==> config.mk <==
export PLATFORM = sky130hd
export DESIGN_NAME = lab_nios2_qsys_0_oci_dct_sequencer
export DESIGN_NICKNAME = d
export VERILOG_FILES = /design/src/rtl/lab_nios2_qsys_0_oci_dct_sequencer.sv
export SDC_FILE = /design/constraint.sdc
export NUM_CORES = 1
export LEC_CHECK = 0
export CAP_MARGIN = 25
export CELL_PAD_IN_SITES_DETAIL_PLACEMENT = 1
export CELL_PAD_IN_SITES_GLOBAL_PLACEMENT = 1
export CORE_UTILIZATION = 31
export DETAILED_ROUTE_END_ITERATION = 8
export HOLD_SLACK_MARGIN = 0.05
export PLACE_DENSITY_LB_ADDON = 0.1
export SETUP_SLACK_MARGIN = 0.15
export SLEW_MARGIN = 25
export SYNTH_ARGS = -nofsm -noshare
export SYNTH_HDL_FRONTEND = slang
export SYNTH_SLANG_ARGS = --single-unit
==> constraint.sdc <==
create_clock -name clk -period 2.8 [get_ports clk]
set_clock_uncertainty 0.05 [all_clocks]
set_input_delay 0.56 -clock clk [delete_from_list [all_inputs] [get_ports clk]]
set_output_delay 0.56 -clock clk [all_outputs]
set_load 0.005 [all_outputs]
==> src/rtl/lab_nios2_qsys_0_oci_dct_sequencer.sv <==
// lab_nios2_qsys_0_oci_dct_sequencer: packs 2-bit trace codes into 30-bit frames and sequences end-of-test draining
module lab_nios2_qsys_0_oci_dct_sequencer #(
    parameter int FRAME_CODES = 15,
    parameter int STALL_CNT_W = 8
) (
    input  logic                   clk,
    input  logic                   reset,
    input  logic                   trc_enable,
    input  logic                   dct_valid,
    input  logic [1:0]             dct_code,
    output logic                   dct_ready,
    input  logic                   flush_req,
    input  logic                   test_ending,
    output logic                   out_valid,
    input  logic                   out_ready,
    output logic [35:0]            out_data,
    output logic [29:0]            dct_buffer,
    output logic [3:0]             dct_count,
    output logic                   test_has_ended,
    output logic [STALL_CNT_W-1:0] stall_count
);
    localparam logic [1:0] RUN   = 2'd0;
    localparam logic [1:0] DRAIN = 2'd1;
    localparam logic [1:0] DONE  = 2'd2;
    logic [1:0]  state;
    logic        flush_pending;
    logic        full, ofree, xfer, acc, te_set;
    logic [3:0]  cnt_base, cnt_n;
    logic [29:0] buf_base, buf_n;
    assign full      = dct_count == 4'(FRAME_CODES);
    assign ofree     = !out_valid || out_ready;
    assign xfer      = ofree && (full || (flush_pending && dct_count != 4'd0));
    // a full buffer may still accept when its frame leaves in the same cycle
    assign dct_ready = trc_enable && state == RUN && (!full || xfer);
    assign acc       = dct_valid && dct_ready;
    assign te_set    = state == RUN && test_ending;
    assign cnt_base  = xfer ? 4'd0 : dct_count;
    assign buf_base  = xfer ? 30'd0 : dct_buffer;
    assign cnt_n     = cnt_base + 4'(acc);
    assign buf_n     = acc ? {buf_base[27:0], dct_code} : buf_base;
    assign test_has_ended = state == DONE;
    always_ff @(posedge clk) begin
        if (reset) begin
            state         <= RUN;
            flush_pending <= 1'b0;
            dct_buffer    <= '0;
            dct_count     <= '0;
            out_valid     <= 1'b0;
            out_data      <= '0;
            stall_count   <= '0;
        end else begin
            dct_buffer <= buf_n;
            dct_count  <= cnt_n;
            out_valid  <= xfer || (out_valid && !out_ready);
            if (xfer)
                out_data <= {full ? 2'b10 : 2'b01, dct_count, dct_buffer};
            // a pending flush on an empty buffer would never complete, so it is never kept
            flush_pending <= cnt_n != 4'd0 &&
                (te_set || (!xfer && (flush_pending || (flush_req && state != DONE))));
            if (state == RUN && trc_enable && dct_valid && !dct_ready && stall_count != '1)
                stall_count <= stall_count + STALL_CNT_W'(1);
            if (te_set)
                state <= DRAIN;
            else if (state == DRAIN && dct_count == 4'd0 && !flush_pending && ofree)
                state <= DONE;
        end
    end
endmodule

==> Word-level counts from Yosys, hierarchy flattened <==
Index checks and enable logic that the tools add are counted.
W data, S select, Z words.
{ "word_totals": {"wordCells": 57, "register_bits": 82, "inputBits": 9, "output_inout_bits": 81} }
{ "op_classes": {"n_addsub": 2, "n_mux": 6, "n_eq_ne": 5, "n_reduce_logical": 35} }
{ "ops": {"columns": ["op", "count"], "rows": [
  ["$mux W30", 2],
  ["$logic_and A1 B1 Y1", 16],
  ["$add A8 B1 Y8 const B", 1],
  ["$ne A8 B8 Y1 const B", 1],
  ["$reduce_bool A4 Y1", 2],
  ["$logic_not A1 Y1", 6],
  ["$logic_or A1 B1 Y1", 6],
  ["$add A4 B1 Y4", 1],
  ["$eq A4 B4 Y1 const B", 1],
  ["$logic_not A4 Y1", 1],
  ["$mux W4", 1],
  ["$reduce_bool A2 Y1", 2],
  ["$eq A2 B1 Y1 const B", 1],
  ["$eq A2 B2 Y1 const B", 1],
  ["$logic_not A2 Y1", 1],
  ["$mux W1", 2],
  ["$mux W2", 1],
  ["$ne A2 B2 Y1 const B", 1],
  ["$reduce_or A2 Y1", 1]
]} }

==> Depth between registers and ports, before layout <==
Gate-level depths: netlist of run 1.
{ "depth": {"ltp_word": 10, "depth_mapped": 12, "mapped_depth_nobuf": 9} }

==> Worst setup path after synthesis of run 1 <==
Ideal clock, no wire load.
{ "synth_timing": {"path_kind": "register to register", "start": "register dct_count[2]", "end": "register flush_pending", "path_stages_with_launch": 12, "n_path_buf": 3, "synth_period_minus_slack_ps": 2519, "path_slack_ps": 281, "t_required_ps": 2635, "arrival_ps": 2354, "setup_time_ps": 115, "path_cell_list": "dfxtp_1 -> buf_2 -> nand4_1 -> a21o_1 -> buf_2 -> buf_2 -> and2_1 -> ha_1 -> ha_1 -> nor3_1 -> and3_1 -> a2111oi_0"} }
{ "synth_between": {"elab_chain_len": 10, "word_cells_on_any_way": 16, "cone_classes": "add/sub (1); eq/ne (1); mux (1); reduce/logical (13)"} }
{ "synth_rtl": {"columns": ["element", "line_no", "rtl"], "rows": [
  ["start: declaration", "18", "output logic [3:0] dct_count,"],
  ["start signal: assignment", "53", "dct_count <= cnt_n;"],
  ["$reduce_bool A4 Y1", "32", "assign xfer = ofree && (full || (flush_pending && dct_count != 4'd0));"],
  ["$logic_and A1 B1 Y1", "32", null],
  ["$logic_or A1 B1 Y1", "32", null],
  ["$logic_and A1 B1 Y1", "32", null],
  ["$logic_or A1 B1 Y1", "34", "assign dct_ready = trc_enable && state == RUN && (!full || xfer);"],
  ["$logic_and A1 B1 Y1", "34", null],
  ["$logic_and A1 B1 Y1", "35", "assign acc = dct_valid && dct_ready;"],
  ["$add A4 B1 Y4 (*)", "39", "assign cnt_n = cnt_base + 4'(acc);"],
  ["via cnt_n[1]", "28", "logic [3:0] cnt_base, cnt_n;"],
  ["$reduce_bool A4 Y1 (*)", "58", "flush_pending <= cnt_n != 4'd0 &&"],
  ["$logic_and A1 B1 Y1 (*)", "58", null],
  ["end signal: assignment", "58", null],
  ["end: declaration", "26", "logic flush_pending;"]
]} }
Mark *: on every way through the listed nets, which the timed path passes. The rest lies on a longest branch.
A chain may end at the register's enable or synchronous reset.

==> Worst setup path in the final report of run 1 <==
{ "layout_timing": {"start": "input out_ready", "end": "output dct_ready"} }
{ "layout_between": {"elab_chain_len": 4} }
{ "layout_rtl": {"columns": ["element", "line_no", "rtl"], "rows": [
  ["start: declaration", "15", "input logic out_ready,"],
  ["$logic_or A1 B1 Y1", "31", "assign ofree = !out_valid || out_ready;"],
  ["$logic_and A1 B1 Y1", "32", null],
  ["$logic_or A1 B1 Y1", "34", null],
  ["$logic_and A1 B1 Y1", "34", null],
  ["end: declaration", "11", "output logic dct_ready,"]
]} }
Every way passes these cells.

==> results of run 1 <==
## cell usage after synthesis (all sizes together), types with 3 or more instances
| library cell | count | area share, % |
|---|---|---|
| ha | 3 | 1.2 |
| buf | 9 | 1.5 |
| a21oi | 74 | 12 |
| nand2 | 132 | 16 |
| nand2b | 5 | 1.0 |
| o31ai | 3 | 0.72 |
| inv | 4 | 0.48 |
| nor3 | 5 | 0.80 |
| or4 | 3 | 0.72 |
| nor2 | 8 | 0.97 |
| nand3 | 8 | 1.3 |
| dfxtp | 82 | 53 |
| nor2b | 4 | 0.80 |
| o21ai | 5 | 0.80 |
| clkbuf | 17 | 2.1 |
## registers in the layout (all words and copies together), names as in the netlist
name and flops:
out_data 36, dct_buffer 30, stall_count 8, dct_count 4, state 2, flush_pending 1
out_valid 1
## kinds of logic after synthesis
family | count (synthesis) | share of synthesized area (%)
AOI/OAI and AO/OA | 92 | 16.3
muxes | 3 | 1.05
xor gates and xnor gates | 2 | 0.563
adders and majority gates | 3 | 1.21
and+or+nand+nor | 176 | 24.1
DFF | 82 | 52.8
buffers and inverters | 30 | 4.06
## worst min-delay path by stage
stage,to,slack [ns],startpoint
floorplan,out_data[0],0.40,out_data[0]
global placement,out_data[24],0.39,out_data[24]
detailed placement,out_data[23],0.40,out_data[23]
CTS,out_data[23],0.41,out_data[23]
global route,out_data[30],0.43,out_data[30]
finish,out_data[0],0.41,out_data[0]
## power by group
group          internal, µW  switching, µW  total (µW)
sequential             1180           13.4        1190
combinational          61.2           91.4         153
clock                   356            454         810
total                  1590            559        2150
## critical path, stage by stage
cell and delay (ns):
clkdlybuf4s50_1 0.48, nor2b_1 0.06, buf_4 0.16, a21oi_1 0.12
clkdlybuf4s50_1 0.51
## metrics by stage
step	instances	total power, µW
after floorplan	388	1300
after global placement	601	1370
after detailed placement	601	1370
after CTS	617	2180
after global routing	617	2250
final	617	2150
## layout make-up
type                            count  area [µm²]
Fill cell                        1207        5350
Inverter                            4        15.0
Tap cell                          133         166
Sequential cell                    82        1640
Clock inverter                      6        47.5
Clock buffer                       10         138
Timing Repair Buffer              106        1010
Multi-Input combinational cell    276        1360
## layer usage
metal	GRT usage, %	vias up
li1	-	1475
met1	22.6	1428
met2	29.4	53
met3	4.65	7
met4	5.82	0
met5	0	-
==> impl_metrics.json, run 1 <==
{
  "drt-initial-drc-count": 62,
  "finalSetupTns_ns": 0,
  "ir_worst_vdd_mv": 0.236,
  "reg2reg_slack_ns": 0.37,
  "ys_types": 38,
  "syn_inst": 388,
  "critPathLaunchType": "input port",
  "route.met2.wl_mm": 4.07,
  "antenna_cells": 0,
  "wl_met3_um": 332,
  "dpl_cell_area_um2": 4190,
  "yosysWarnings": 0,
  "clkTransAtPathRegs_ns": 0.08,
  "dr.pass1.iters": 4,
  "area_growth_pct": 40.8,
  "io_buffers": 89,
  "cts_tree": "yes",
  "cts-root-buf": "clkbuf_8",
  "layout_commonest_cell": "nand2_1",
  "setup_slack_ns": 0.307,
  "top_layer_used": "met4",
  "dieArea_um2": 10400,
  "crit_type": "in2out",
  "grt_overflow": 0,
  "synth_seq_cells": 82,
  "synth_edf_count": 0,
  "hold_buffers": 0,
  "setup-violations-final": 0,
  "hold_depth": 2,
  "htree_levels": 3,
  "pre_cts_ws_ns": 0.0709,
  "cts_sinks": 82,
  "relSlewSlack_pct": 75.6,
  "critPathCaptureType": "output port",
  "timing.hold.ws_ns": 0.409,
  "clock.fmax_mhz": 401,
  "yosysSeqAreaShare_pct": 52.8,
  "postCtsSetupRepairBufs": 0,
  "fin_nets": 491,
  "core_area_um2": 9730,
  "initial_utilization_pct": 32.0,
  "final_cell_mix": "132 x nand2_1, 88 x clkdlybuf4s50_1, 82 x dfxtp_1",
  "rows": 36,
  "vias": 2963,
  "grt_start_max_net_pins": 31,
  "crit_path_max_fanout": 5,
  "cts_buffers": 9,
  "design_area_um2": 4380,
  "drc": 0,
  "insertion_delay_ns": 0.35,
  "power.leakage_uw": 0.00145,
  "met1Wirelength_mm": 4.17,
  "fp.dieW_um": 102,
  "maxCapViolations": 0,
  "via_per_inst": 4.80,
  "tightest_slew_ns": 0.365,
  "crit_required_ns": 2.19,
  "critPathArrivalTime_ns": 1.88,
  "syn_area_um2": 3110,
  "p_per_area_nw_per_um2": 492,
  "cp-endpoint": "dct_ready",
  "grt_pass1_wl_mm": 14.4,
  "drtAntennaViolNets": 0,
  "ios": 90,
  "r2r-start": "dct_count[1]",
  "fin_crit_sh_pct": 89.0,
  "grt_pass1_vias": 2977,
  "synthArstFlopShare_pct": 0,
  "final_core_util_pct": 45.0,
  "avgSynthCellArea_um2": 8.02,
  "drt-total-wl_mm": 8.66,
  "cts_resized": 0,
  "clockBufferDepth": 2,
  "setup.worst_path.start": "out_ready",
  "die_h_um": 102,
  "rsz0062_at_grt": "no",
  "synth_top_flop_cell": "dfxtp_1",
  "place.gp.congestion": 0.773,
  "hold_viol_final": 0,
  "syn_nets": 400,
  "drive_gt1_share_pct": 8.06,
  "timing.rr.end": "flush_pending",
  "slew_viol_final": 0,
  "antenna_found_initial": 0,
  "fin_crit_ns": 2.49,
  "avgRoutedWirePerCell_um": 14.0,
  "grtUsageTotal_pct": 17.8,
  "status": "completed",
  "rr_worst_depth": 8,
  "hpwl_mm": 6.09,
  "hold_path.class": "reg2reg"
}
Note: power is estimated with default switching activity, not from simulation.
==> run 2, diff against run 1 <==
--- a/config.mk
+++ b/config.mk
@@ -10,6 +10,7 @@
 export CELL_PAD_IN_SITES_GLOBAL_PLACEMENT = 1
 export CORE_UTILIZATION = 31
 export DETAILED_ROUTE_END_ITERATION = 8
+export GPL_ROUTABILITY_DRIVEN = 0
 export HOLD_SLACK_MARGIN = 0.05
 export PLACE_DENSITY_LB_ADDON = 0.1
 export SETUP_SLACK_MARGIN = 0.15
==> constraint.sdc (replaced) <==
create_clock -name clk -period 2.8 [get_ports clk]
set_clock_uncertainty 0.05 [all_clocks]
set_input_delay 0.56 -clock clk [delete_from_list [all_inputs] [get_ports clk]]
set_output_delay 0.56 -clock clk [all_outputs]
set_load 0.05 [all_outputs]
==> run 2 against run 1 <==
Non-clock buffer count decreased by 3; via count increased by 0.17%; die area unchanged; sequential share of layout area increased by 0.11 points; combinational power increased by 18%; maximum frequency increased by 1.6%; clock-buffer cell count increased by 1; critical endpoint is now flush_pending.
==> impl_metrics.json, run 2 (synthesis results as in run 1) <==
{
  "avgRoutedWirePerCell_um": 14.3,
  "fill_cells": 1200,
  "combinationalPowerShare_pct": 8.0,
  "power.leakage_uw": 0.00145,
  "critPathArrivalTime_ns": 2.62,
  "grt_overflow": 0,
  "cts_buffers": 9,
  "setup-violations-final": 0,
  "antenna_found_initial": 0,
  "die_h_um": 102,
  "slew_viol_final": 0,
  "drtAntennaViolNets": 0,
  "drt-initial-drc-count": 75,
  "fin_crit_sh_pct": 87.7,
  "maxCapViolations": 0,
  "critPathCaptureType": "flop",
  "p_int_uw": 1680,
  "insertion_delay_ns": 0.35,
  "area_growth_pct": 41.2,
  "vias": 2968,
  "switchingPower_uw": 578,
  "clockBufferDepth": 2,
  "rsz0062_at_grt": "no",
  "design_area_um2": 4390,
  "fin_crit_ns": 2.45,
  "drt-total-wl_mm": 8.78,
  "antenna_cells": 0,
  "reg_top3": "out_data (36), dct_buffer (30), stall_count (8)",
  "pwr-share-seq_pct": 53.0,
  "dr.pass1.iters": 4,
  "htree_levels": 3,
  "power_frac_clock_pct": 39.0,
  "ios": 90,
  "timing.hold.ws_ns": 0.406,
  "grt_pass1_wl_mm": 14.4,
  "largest_register_ffs": 36,
  "largest-register": "out_data",
  "grt_pass1_vias": 2912,
  "hpwl_mm": 6.06,
  "crit_path_max_fanout": 4,
  "grt_start_max_net_pins": 31,
  "cts_sinks": 82,
  "switching_share_pct": 25.6,
  "cts-root-buf": "clkbuf_8",
  "dieArea_um2": 10400,
  "io_buffers": 89,
  "grtUsageTotal_pct": 17.9,
  "core_area_um2": 9730,
  "fp.dieW_um": 102,
  "hold_viol_final": 0,
  "drive_gt1_share_pct": 8.32,
  "clkTransAtPathRegs_ns": 0.09,
  "relSlewSlack_pct": 63.6,
  "final_cell_mix": "132 x nand2_1, 87 x clkdlybuf4s50_1, 78 x dfxtp_1",
  "ir_worst_vdd_mv": 0.224,
  "drc": 0,
  "layout_commonest_cell": "nand2_1",
  "status": "completed",
  "clock.fmax_mhz": 407,
  "cts_tree": "yes",
  "min_from": "out_data[30]",
  "hold_path.class": "reg2reg",
  "setup.worst_path.start": "out_ready",
  "fin_nets": 488,
  "rows": 36,
  "crit_type": "in2reg",
  "via_per_inst": 4.83,
  "critPathLaunchType": "input port",
  "r2r-start": "dct_count[0]",
  "tightest_slew_ns": 0.545,
  "initial_utilization_pct": 32.0,
  "crit_required_ns": 2.96,
  "dpl_cell_area_um2": 4160,
  "p_per_area_nw_per_um2": 513
}
run 2: path summary, 6_finish.rpt:
path                                      end  slack, ns  cells after the start
worst max-delay path            flush_pending       0.35                      9
worst max register to register  flush_pending       0.37                      8
worst min-delay path             out_data[30]       0.41                      2
worst min register to register   out_data[30]       0.41                      2
run 2: repair_timing:
action / in CTS / in global routing
hold buffers: 0 / 0
resized for setup: 0 / 1
setup endpoints to repair: 0 / 1
buffers inserted: 0 / 2
run 2: routing by layer:
| layer | global-route usage, % | vias up | wire (µm) |
|---|---|---|---|
| li1 | - | 1476 | - |
| met1 | 23.1 | 1424 | 4190 |
| met2 | 29.4 | 58 | 4150 |
| met3 | 3.35 | 10 | 313 |
| met4 | 6.92 | 0 | 127 |
| met5 | 0 | - | 0 |
run 2: power by group through the flow:
stage          Clock, µW  Combinational [µW]  Sequential (µW)
6_report             880                 180             1190
5_1_grt              958                 195             1200
4_1_cts              916                 182             1190
3_5_place_dp           0                 182             1220
3_3_place_gp           0                 179             1220
2_1_floorplan          0                98.2             1230
run 2: layout make-up:
cell class,count,area (µm²),area share (%)
inverters,4,15.0,0.342
flip-flops and latches,82,1650,37.6
well taps,133,166,3.79
repair buffers,103,988,22.5
clock buffers,11,141,3.22
multi-input cells,276,1370,31.2
clock inverters,5,61.3,1.40
run 2: worst max-delay path, stage by stage:
cell and delay (ns):
clkdlybuf4s50_1 0.48, nor2b_1 0.06, a21o_1 0.19, and2_1 0.17, ha_1 0.19, ha_1 0.32
nor3_1 0.06, and3_1 0.17, a2111oi_0 0.42
run 2: stage by stage:
step	util (%)	instances	setup TNS [ns]	power [µW]	setup WS, ns
final	45.2	614	0	2250	0.346
after floorplan	-	388	0	1330	0.151
after detailed placement	42.8	596	-0.0387	1400	-0.0387
after global routing	45.2	614	0	2350	0.216
after CTS	44.9	612	0	2290	0.247
after global placement	42.8	596	0	1400	0.161
